[src/rtl/pio_cmd_bridge_pkg.sv]
`default_nettype none
// ============================================================================
// Module      : pio_bridge_pkg
// Description : Shared types and constants for the PIO command bridge:
//               dispatch FSM state encoding and HPS flag bit positions.
// Revision    : 1.0 - initial release
// ============================================================================
package pio_bridge_pkg;

  // Dispatch FSM states
  typedef enum logic [1:0] {
    IDLE  = 2'd0,
    ISSUE = 2'd1,
    WAIT  = 2'd2
  } state_e;

  // Bit positions inside hps_flags
  localparam int FLG_DONE = 0;
  localparam int FLG_BUSY = 1;
  localparam int FLG_ERR  = 2;
  localparam int FLG_FULL = 3;

endpackage : pio_bridge_pkg
`default_nettype wire

[src/rtl/pio_cmd_bridge_cmd_fifo.sv]
`default_nettype none
// ============================================================================
// Module      : cmd_fifo
// Description : Synchronous command FIFO. A push into a full FIFO is accepted
//               only when a pop happens in the same cycle. Read data is the
//               head entry, presented combinationally.
// Revision    : 1.0 - initial release
// ============================================================================
module cmd_fifo #(
  parameter int WIDTH = 30,
  parameter int DEPTH = 4
) (
  input  logic                     clk,
  input  logic                     rst_n,
  input  logic                     push,
  input  logic [WIDTH-1:0]         wdata,
  input  logic                     pop,
  output logic [WIDTH-1:0]         rdata,
  output logic                     full,
  output logic                     empty,
  output logic [$clog2(DEPTH):0]   count
);

  localparam int AW = $clog2(DEPTH);
  localparam int CW = AW + 1;
  localparam logic [CW-1:0] C_DEPTH = CW'(DEPTH);

  logic [WIDTH-1:0] mem_q [DEPTH];
  logic [AW-1:0]    wr_ptr_q, wr_ptr_d;
  logic [AW-1:0]    rd_ptr_q, rd_ptr_d;
  logic [CW-1:0]    count_q, count_d;
  logic             pop_ok;
  logic             push_ok;

  assign full    = (count_q == C_DEPTH);
  assign empty   = (count_q == '0);
  assign count   = count_q;
  assign rdata   = mem_q[rd_ptr_q];
  assign pop_ok  = pop & ~empty;
  assign push_ok = push & (~full | pop_ok);

  // Pointer and occupancy update; pointers wrap naturally at DEPTH
  always_comb begin
    wr_ptr_d = wr_ptr_q;
    rd_ptr_d = rd_ptr_q;
    if (push_ok) wr_ptr_d = wr_ptr_q + AW'(1);
    if (pop_ok)  rd_ptr_d = rd_ptr_q + AW'(1);
    count_d = count_q + CW'(push_ok) - CW'(pop_ok);
  end

  // Control state registers
  always_ff @(posedge clk) begin
    if (!rst_n) begin
      wr_ptr_q <= '0;
      rd_ptr_q <= '0;
      count_q  <= '0;
    end else begin
      wr_ptr_q <= wr_ptr_d;
      rd_ptr_q <= rd_ptr_d;
      count_q  <= count_d;
    end
  end

  // Storage; contents are don't-care while empty so no reset is needed
  always_ff @(posedge clk) begin
    if (push_ok) mem_q[wr_ptr_q] <= wdata;
  end

endmodule : cmd_fifo
`default_nettype wire

[src/rtl/pio_cmd_bridge.sv]
`default_nettype none
// ============================================================================
// Module      : pio_cmd_bridge
// Description : HPS PIO to coprocessor command bridge. Enable rising edges
//               queue instructions; a dispatch FSM issues them with
//               valid/ready, waits for completion with a timeout, and
//               returns result data plus sticky status flags.
// Revision    : 1.0 - initial release
// ============================================================================
module pio_cmd_bridge #(
  parameter int INSTR_W     = 29,
  parameter int DATA_W      = 8,
  parameter int FIFO_DEPTH  = 4,
  parameter int TIMEOUT_CYC = 1024
) (
  input  logic               clk_clk,
  input  logic               reset_reset_n,
  input  logic               hps_enable,
  input  logic [INSTR_W-1:0] hps_instruct,
  input  logic               hps_mem_sel,
  input  logic               hps_clr_err,
  output logic [3:0]         hps_flags,
  output logic [DATA_W-1:0]  hps_data_out,
  output logic               cop_valid,
  input  logic               cop_ready,
  output logic [INSTR_W-1:0] cop_instr,
  output logic               cop_mem_sel,
  input  logic               cop_done,
  input  logic [DATA_W-1:0]  cop_data,
  input  logic               cop_err
);

  import pio_bridge_pkg::*;

  localparam int CW = $clog2(FIFO_DEPTH) + 1;
  localparam int TW = $clog2(TIMEOUT_CYC);
  localparam logic [CW-1:0] C_DEPTH    = CW'(FIFO_DEPTH);
  localparam logic [TW-1:0] C_TMO_LAST = TW'(TIMEOUT_CYC - 1);

  state_e              state_q, state_d;
  logic                en_q, en_d;
  logic [TW-1:0]       tmo_q, tmo_d;
  logic                cop_valid_q, cop_valid_d;
  logic [INSTR_W-1:0]  cop_instr_q, cop_instr_d;
  logic                cop_mem_sel_q, cop_mem_sel_d;
  logic [DATA_W-1:0]   data_q, data_d;
  logic                done_q, done_d;
  logic                err_q, err_d;
  logic                busy_q, busy_d;
  logic                full_q, full_d;

  logic                push_req;
  logic                push_acc;
  logic                fifo_pop;
  logic                fifo_full;
  logic                fifo_empty;
  logic [CW-1:0]       fifo_count;
  logic [INSTR_W:0]    fifo_rdata;
  logic                err_set;

  assign en_d     = hps_enable;
  assign push_req = hps_enable & ~en_q;
  assign fifo_pop = (state_q == IDLE) & ~fifo_empty;
  assign push_acc = push_req & (~fifo_full | fifo_pop);

  cmd_fifo #(
    .WIDTH (INSTR_W + 1),
    .DEPTH (FIFO_DEPTH)
  ) u_cmd_fifo (
    .clk   (clk_clk),
    .rst_n (reset_reset_n),
    .push  (push_req),
    .wdata ({hps_mem_sel, hps_instruct}),
    .pop   (fifo_pop),
    .rdata (fifo_rdata),
    .full  (fifo_full),
    .empty (fifo_empty),
    .count (fifo_count)
  );

  // Dispatch FSM, timeout counter, result capture and flag next-state
  always_comb begin
    state_d       = state_q;
    cop_valid_d   = cop_valid_q;
    cop_instr_d   = cop_instr_q;
    cop_mem_sel_d = cop_mem_sel_q;
    tmo_d         = tmo_q;
    data_d        = data_q;
    done_d        = done_q;
    err_set       = 1'b0;

    case (state_q)
      IDLE: begin
        if (fifo_pop) begin
          cop_instr_d   = fifo_rdata[INSTR_W-1:0];
          cop_mem_sel_d = fifo_rdata[INSTR_W];
          cop_valid_d   = 1'b1;
          state_d       = ISSUE;
        end
      end
      ISSUE: begin
        if (cop_valid_q && cop_ready) begin
          cop_valid_d = 1'b0;
          tmo_d       = '0;
          state_d     = WAIT;
        end
      end
      WAIT: begin
        tmo_d = tmo_q + TW'(1);
        // Completion on the last timeout cycle still counts as completion
        if (cop_done) begin
          data_d  = cop_data;
          done_d  = 1'b1;
          err_set = cop_err;
          state_d = IDLE;
        end else if (tmo_q == C_TMO_LAST) begin
          err_set = 1'b1;
          state_d = IDLE;
        end
      end
      default: state_d = IDLE;
    endcase

    // Dropped push raises the overflow error; an accepted push clears done
    if (push_req && !push_acc) err_set = 1'b1;
    if (push_acc) done_d = 1'b0;

    // Set beats clear when both happen in the same cycle
    err_d  = (err_q & ~hps_clr_err) | err_set;
    busy_d = (state_q != IDLE) | (fifo_count != '0);
    full_d = (fifo_count == C_DEPTH);
  end

  // State and registered outputs
  always_ff @(posedge clk_clk) begin
    if (!reset_reset_n) begin
      state_q       <= IDLE;
      en_q          <= 1'b0;
      tmo_q         <= '0;
      cop_valid_q   <= 1'b0;
      cop_instr_q   <= '0;
      cop_mem_sel_q <= 1'b0;
      data_q        <= '0;
      done_q        <= 1'b0;
      err_q         <= 1'b0;
      busy_q        <= 1'b0;
      full_q        <= 1'b0;
    end else begin
      state_q       <= state_d;
      en_q          <= en_d;
      tmo_q         <= tmo_d;
      cop_valid_q   <= cop_valid_d;
      cop_instr_q   <= cop_instr_d;
      cop_mem_sel_q <= cop_mem_sel_d;
      data_q        <= data_d;
      done_q        <= done_d;
      err_q         <= err_d;
      busy_q        <= busy_d;
      full_q        <= full_d;
    end
  end

  assign hps_flags[FLG_DONE] = done_q;
  assign hps_flags[FLG_BUSY] = busy_q;
  assign hps_flags[FLG_ERR]  = err_q;
  assign hps_flags[FLG_FULL] = full_q;
  assign hps_data_out        = data_q;
  assign cop_valid           = cop_valid_q;
  assign cop_instr           = cop_instr_q;
  assign cop_mem_sel         = cop_mem_sel_q;

endmodule : pio_cmd_bridge
`default_nettype wire

[config.mk]
export PLATFORM = sky130hd
export DESIGN_NAME = pio_cmd_bridge
export DESIGN_NICKNAME = d
export VERILOG_FILES = /design/src/rtl/pio_cmd_bridge_pkg.sv /design/src/rtl/pio_cmd_bridge_cmd_fifo.sv /design/src/rtl/pio_cmd_bridge.sv
export SDC_FILE = /design/constraint.sdc
export NUM_CORES = 1
export LEC_CHECK = 0
export CAP_MARGIN = 20
export CORE_AREA = 2 2 156 158
export DETAILED_ROUTE_END_ITERATION = 8
export DIE_AREA = 0 0 158 160
export GPL_TIMING_DRIVEN = 0
export HOLD_SLACK_MARGIN = 0.02
export SYNTH_ARGS = -nofsm -noshare
export SYNTH_HDL_FRONTEND = slang
export SYNTH_SLANG_ARGS = --single-unit
[constraint.sdc]
create_clock -name clk_clk -period 3.78 [get_ports clk_clk]
set_clock_uncertainty 0.05 [all_clocks]
set_input_delay 0.567 -clock clk_clk [delete_from_list [all_inputs] [get_ports clk_clk]]
set_output_delay 0.567 -clock clk_clk [all_outputs]
set_load 0.02 [all_outputs]
==> flow_summary.rst <==
.. list-table::
   :header-rows: 1

   * - Metric
     - Value
   * - GRT Util Overall
     - 11.9%
   * - Last weighted congestion value of the routability-driven placer
     - 0.696
   * - Power Dens Cells
     - 684 nW/µm²
   * - Internal Dissipation
     - 4.40 mW
   * - Total setup violations reported at the end of the flow
     - 0
   * - Net count of the mapped netlist
     - 455
   * - DP HPWL
     - 9530 µm
   * - Clock group share of total power
     - 32.3%
   * - DP Area
     - 8290 µm²
   * - Overall die height
     - 160 µm
   * - Switching fraction of total power
     - 28.1%
   * - Core Box Area
     - 23800 µm²
   * - DRC marker count from the first detailed-route iteration
     - 310
   * - Top fanout value on the critical path
     - 8
   * - Class of the most critical setup path
     - reg2reg
   * - Vias after detailed routing
     - 3868
   * - Number of sinks driven by the clock tree
     - 183
   * - Proportion of layout cells with a drive suffix above 1
     - 13.7%
   * - Number of max-slew violations in the final report
     - 0
   * - Switching pwr
     - 1.72 mW
   * - Horizontal die dimension
     - 158 µm
   * - Critical path startpoint
     - u_cmd_fifo.count[2]
   * - Number of levels the H-tree was split into
     - 4
   * - Setup slack on the worst flop-to-flop path
     - 1430 ps
   * - Period utilisation layout
     - 62.1%
   * - Wire length of the first global-routing pass
     - 22000 µm
   * - Post-layout net count
     - 564
   * - Placement row count
     - 57
   * - Arrival @ worst endpoint
     - 2620 ps
   * - Share of flip-flops with an asynchronous set or reset after synthesis
     - 0%
   * - # Post-CTS Setup Buffers
     - 0
   * - Hold path cells
     - 2
   * - Slack of the critical path
     - 1430 ps
   * - Count of maximum capacitance violations
     - 0
   * - Worst setup path endpoint
     - u_cmd_fifo.count[2]
   * - Latest clock arrival within the worst-skew pair
     - 430 ps
   * - Post-Route Utilization
     - 37.6%
   * - Overall power after layout
     - 6.12 mW
   * - Signed area change from the synthesized netlist to the final layout
     - 29.0%
   * - Worst Max-Slew Pin Slew
     - 632 ps
   * - Antenna diodes
     - 0
   * - Most used DFF post-synth
     - edfxtp_1
   * - Number of synthesized flops with an enable pin
     - 120
   * - Congestion Overflow GR
     - 0
   * - Relative contribution of sequential cells to total power
     - 42.0%
   * - Initial Utilization
     - 29.1%
   * - Number of buffers on the longest clock path
     - 2
   * - Worst slew margin relative to its limit
     - 57.9%
   * - Status
     - finished, final reports clean
   * - Antenna Nets Post-Route
     - 0
   * - TritonCTS buffer count
     - 17
   * - Pin count of the biggest net entering global routing
     - 20
   * - DR pass1 iterations
     - 4
   * - Hold Buf Count CTS
     - 0
   * - Post-layout minimum cycle time
     - 2350 ps
   * - RSZ-0062 raised after global routing
     - false
   * - Final standard cell count with taps included and fillers excluded
     - 849
   * - Worst Hold Class
     - reg2reg
   * - Setup Slack @ Placement
     - 1230 ps
   * - Capturing element type of the critical path
     - flip-flop
   * - Summed negative setup slack over all endpoints
     - 0 ps
   * - Peak supply drop
     - 0.290 mV
   * - Count of cells along the worst register-to-register path
     - 8
   * - Count of cell types in the netlist
     - 49
   * - P_leak
     - 3.06 nW
   * - Synthesized cell area
     - 6940 µm²
   * - Stage delay of the slowest cell on the critical path
     - 540 ps
   * - DRC violations left
     - 0
   * - Total die area
     - 25300 µm²
   * - Final number of hold-violating endpoints
     - 0
   * - Wirelength per Cell
     - 17.1 µm
   * - CTS tree
     - yes
   * - Number of primary I/O pins
     - 88
   * - Antenna violations before repair
     - 0
   * - Reg-to-Reg Start
     - u_cmd_fifo.count[2]
   * - Seq cells post-synth
     - 183
   * - Final instance area
     - 8960 µm²
   * - Cells after Synth
     - 403
   * - Number of cells upsized or downsized after cts
     - 0
   * - Hold Worst Slack
     - 418 ps
   * - Detailed Route WL
     - 14500 µm
   * - Critical R2R Capture
     - u_cmd_fifo.count[2]
   * - Count of input and output buffers
     - 86
   * - Post-placement cell count
     - 817
   * - Crit-path cells
     - nor3_2 > or3_1 > nand2_1 > ha_1 > fa_1 > xor2_1 > xnor2_1 > and2_1
   * - Crit path max-delay cell type
     - nor3_2
   * - Worst-path clk slew
     - 70 ps
   * - Fmax
     - 426 MHz
   * - Share of total power in combinational logic
     - 25.6%
   * - Data required time of the worst path
     - 4050 ps
   * - Type of origin of the critical path
     - flip-flop
   * - Buffer cell driving the clock tree root
     - clkbuf_16
   * - Share of synthesized area occupied by flip-flops and latches
     - 70.1%
   * - Via count of the first global-routing pass
     - 3967
   * - Mapped Avg Cell Area
     - 17.2 µm²
   * - Number of warnings printed during yosys synthesis
     - 0
   * - Via-to-Cell Ratio
     - 4.56
## power by group through the flow
stage | clock, mW | combinational (mW) | sequential [mW]
after global placement | 0 | 1.55 | 2.61
after global routing | 2.11 | 1.69 | 2.61
after detailed placement | 0 | 1.60 | 2.62
after CTS | 2.03 | 1.60 | 2.58
final | 1.98 | 1.57 | 2.57
after floorplan | 0 | 0.770 | 2.77
## state kept, by name, summed over array words and instances, names as in the netlist
name / flops
u_cmd_fifo.mem_q: 120
cop_instr: 29
tmo_q: 10
hps_data_out: 8
u_cmd_fifo.count: 3
state_q: 2
u_cmd_fifo.rd_ptr_q: 2
u_cmd_fifo.wr_ptr_q: 2
busy_q: 1
cop_mem_sel: 1
cop_valid: 1
done_q: 1
en_q: 1
err_q: 1
full_q: 1
## cells in the mapped netlist, types with 3 or more instances
| library cell | number | area share (%) |
|---|---|---|
| or3_1 | 4 | 0.36 |
| and2_1 | 10 | 0.90 |
| ha_1 | 6 | 1.1 |
| buf_2 | 4 | 0.29 |
| edfxtp_1 | 120 | 52 |
| dfxtp_1 | 63 | 18 |
| inv_1 | 6 | 0.32 |
| mux2i_1 | 6 | 0.87 |
| nand3b_1 | 3 | 0.32 |
| buf_6 | 5 | 0.81 |
| nand2b_1 | 8 | 0.72 |
| a22o_1 | 30 | 3.8 |
| buf_4 | 9 | 0.97 |
| clkbuf_1 | 6 | 0.32 |
| a21oi_1 | 20 | 1.4 |
| nand3_1 | 17 | 1.2 |
| mux4_1 | 22 | 8.3 |
| mux4_2 | 8 | 2.6 |
| nand2_1 | 21 | 1.1 |
## cells in the final DEF, fill, tap and decap left out, types with 9 or more instances in the layout
cell type	instances
clkbuf_16	17
nand2_1	21
edfxtp_1	120
a22o_1	30
mux4_1	22
dfxtp_1	63
buf_4	9
nand3_1	17
clkdlybuf4s50_1	86
a21oi_1	20
## logic make-up (layout without fill, tap and decap cells)
group | Yosys count | count (layout) | synth area share (%)
adder cells (fa/ha/maj) | 7 | 7 | 1.37
multiplexers | 36 | 36 | 11.8
flip-flops | 183 | 183 | 70.1
buffers and inverters | 32 | 154 | 2.83
AND/OR/NAND/NOR | 80 | 80 | 6.76
AO/OA/AOI/OAI | 63 | 63 | 6.92
XOR/XNOR | 2 | 2 | 0.252
## metal layers
layer  vias to the layer above  track usage [%]  routed length, µm
met1                      1950             14.2               6130
met3                        16             3.74                702
met2                        88             20.4               7550
met5                         -                0                  0
li1                       1814                -                  -
met4                         0             3.56                160
## cell type report
cell class                 count  area, µm²
fill                        2265      14900
multi-input combinational    188       1890
inverter                       6       22.5
timing repair buffer          90        941
tap                          324        405
buffer                        26        174
clock buffer                  17        425
clock inverter                15        239
sequential                   183       4860
## worst min-delay path by stage
stage,from,slack [ps],end
floorplan,tmo_q[8],410,tmo_q[8]
global placement,hps_data_out[2],390,hps_data_out[2]
detailed placement,hps_data_out[0],410,hps_data_out[0]
CTS,hps_data_out[0],420,hps_data_out[0]
global route,hps_data_out[0],430,hps_data_out[0]
finish,hps_data_out[0],420,hps_data_out[0]
## worst max-delay path: cells and delay by family, from the launching register on
| family | cells | cell delay, ps |
|---|---|---|
| AND/OR/NAND/NOR | 4 | 990 |
| adder cells (fa/ha/maj) | 2 | 570 |
| XOR/XNOR | 2 | 300 |
| flip-flops | 1 | 340 |
Power figures use the tool's default switching activity.
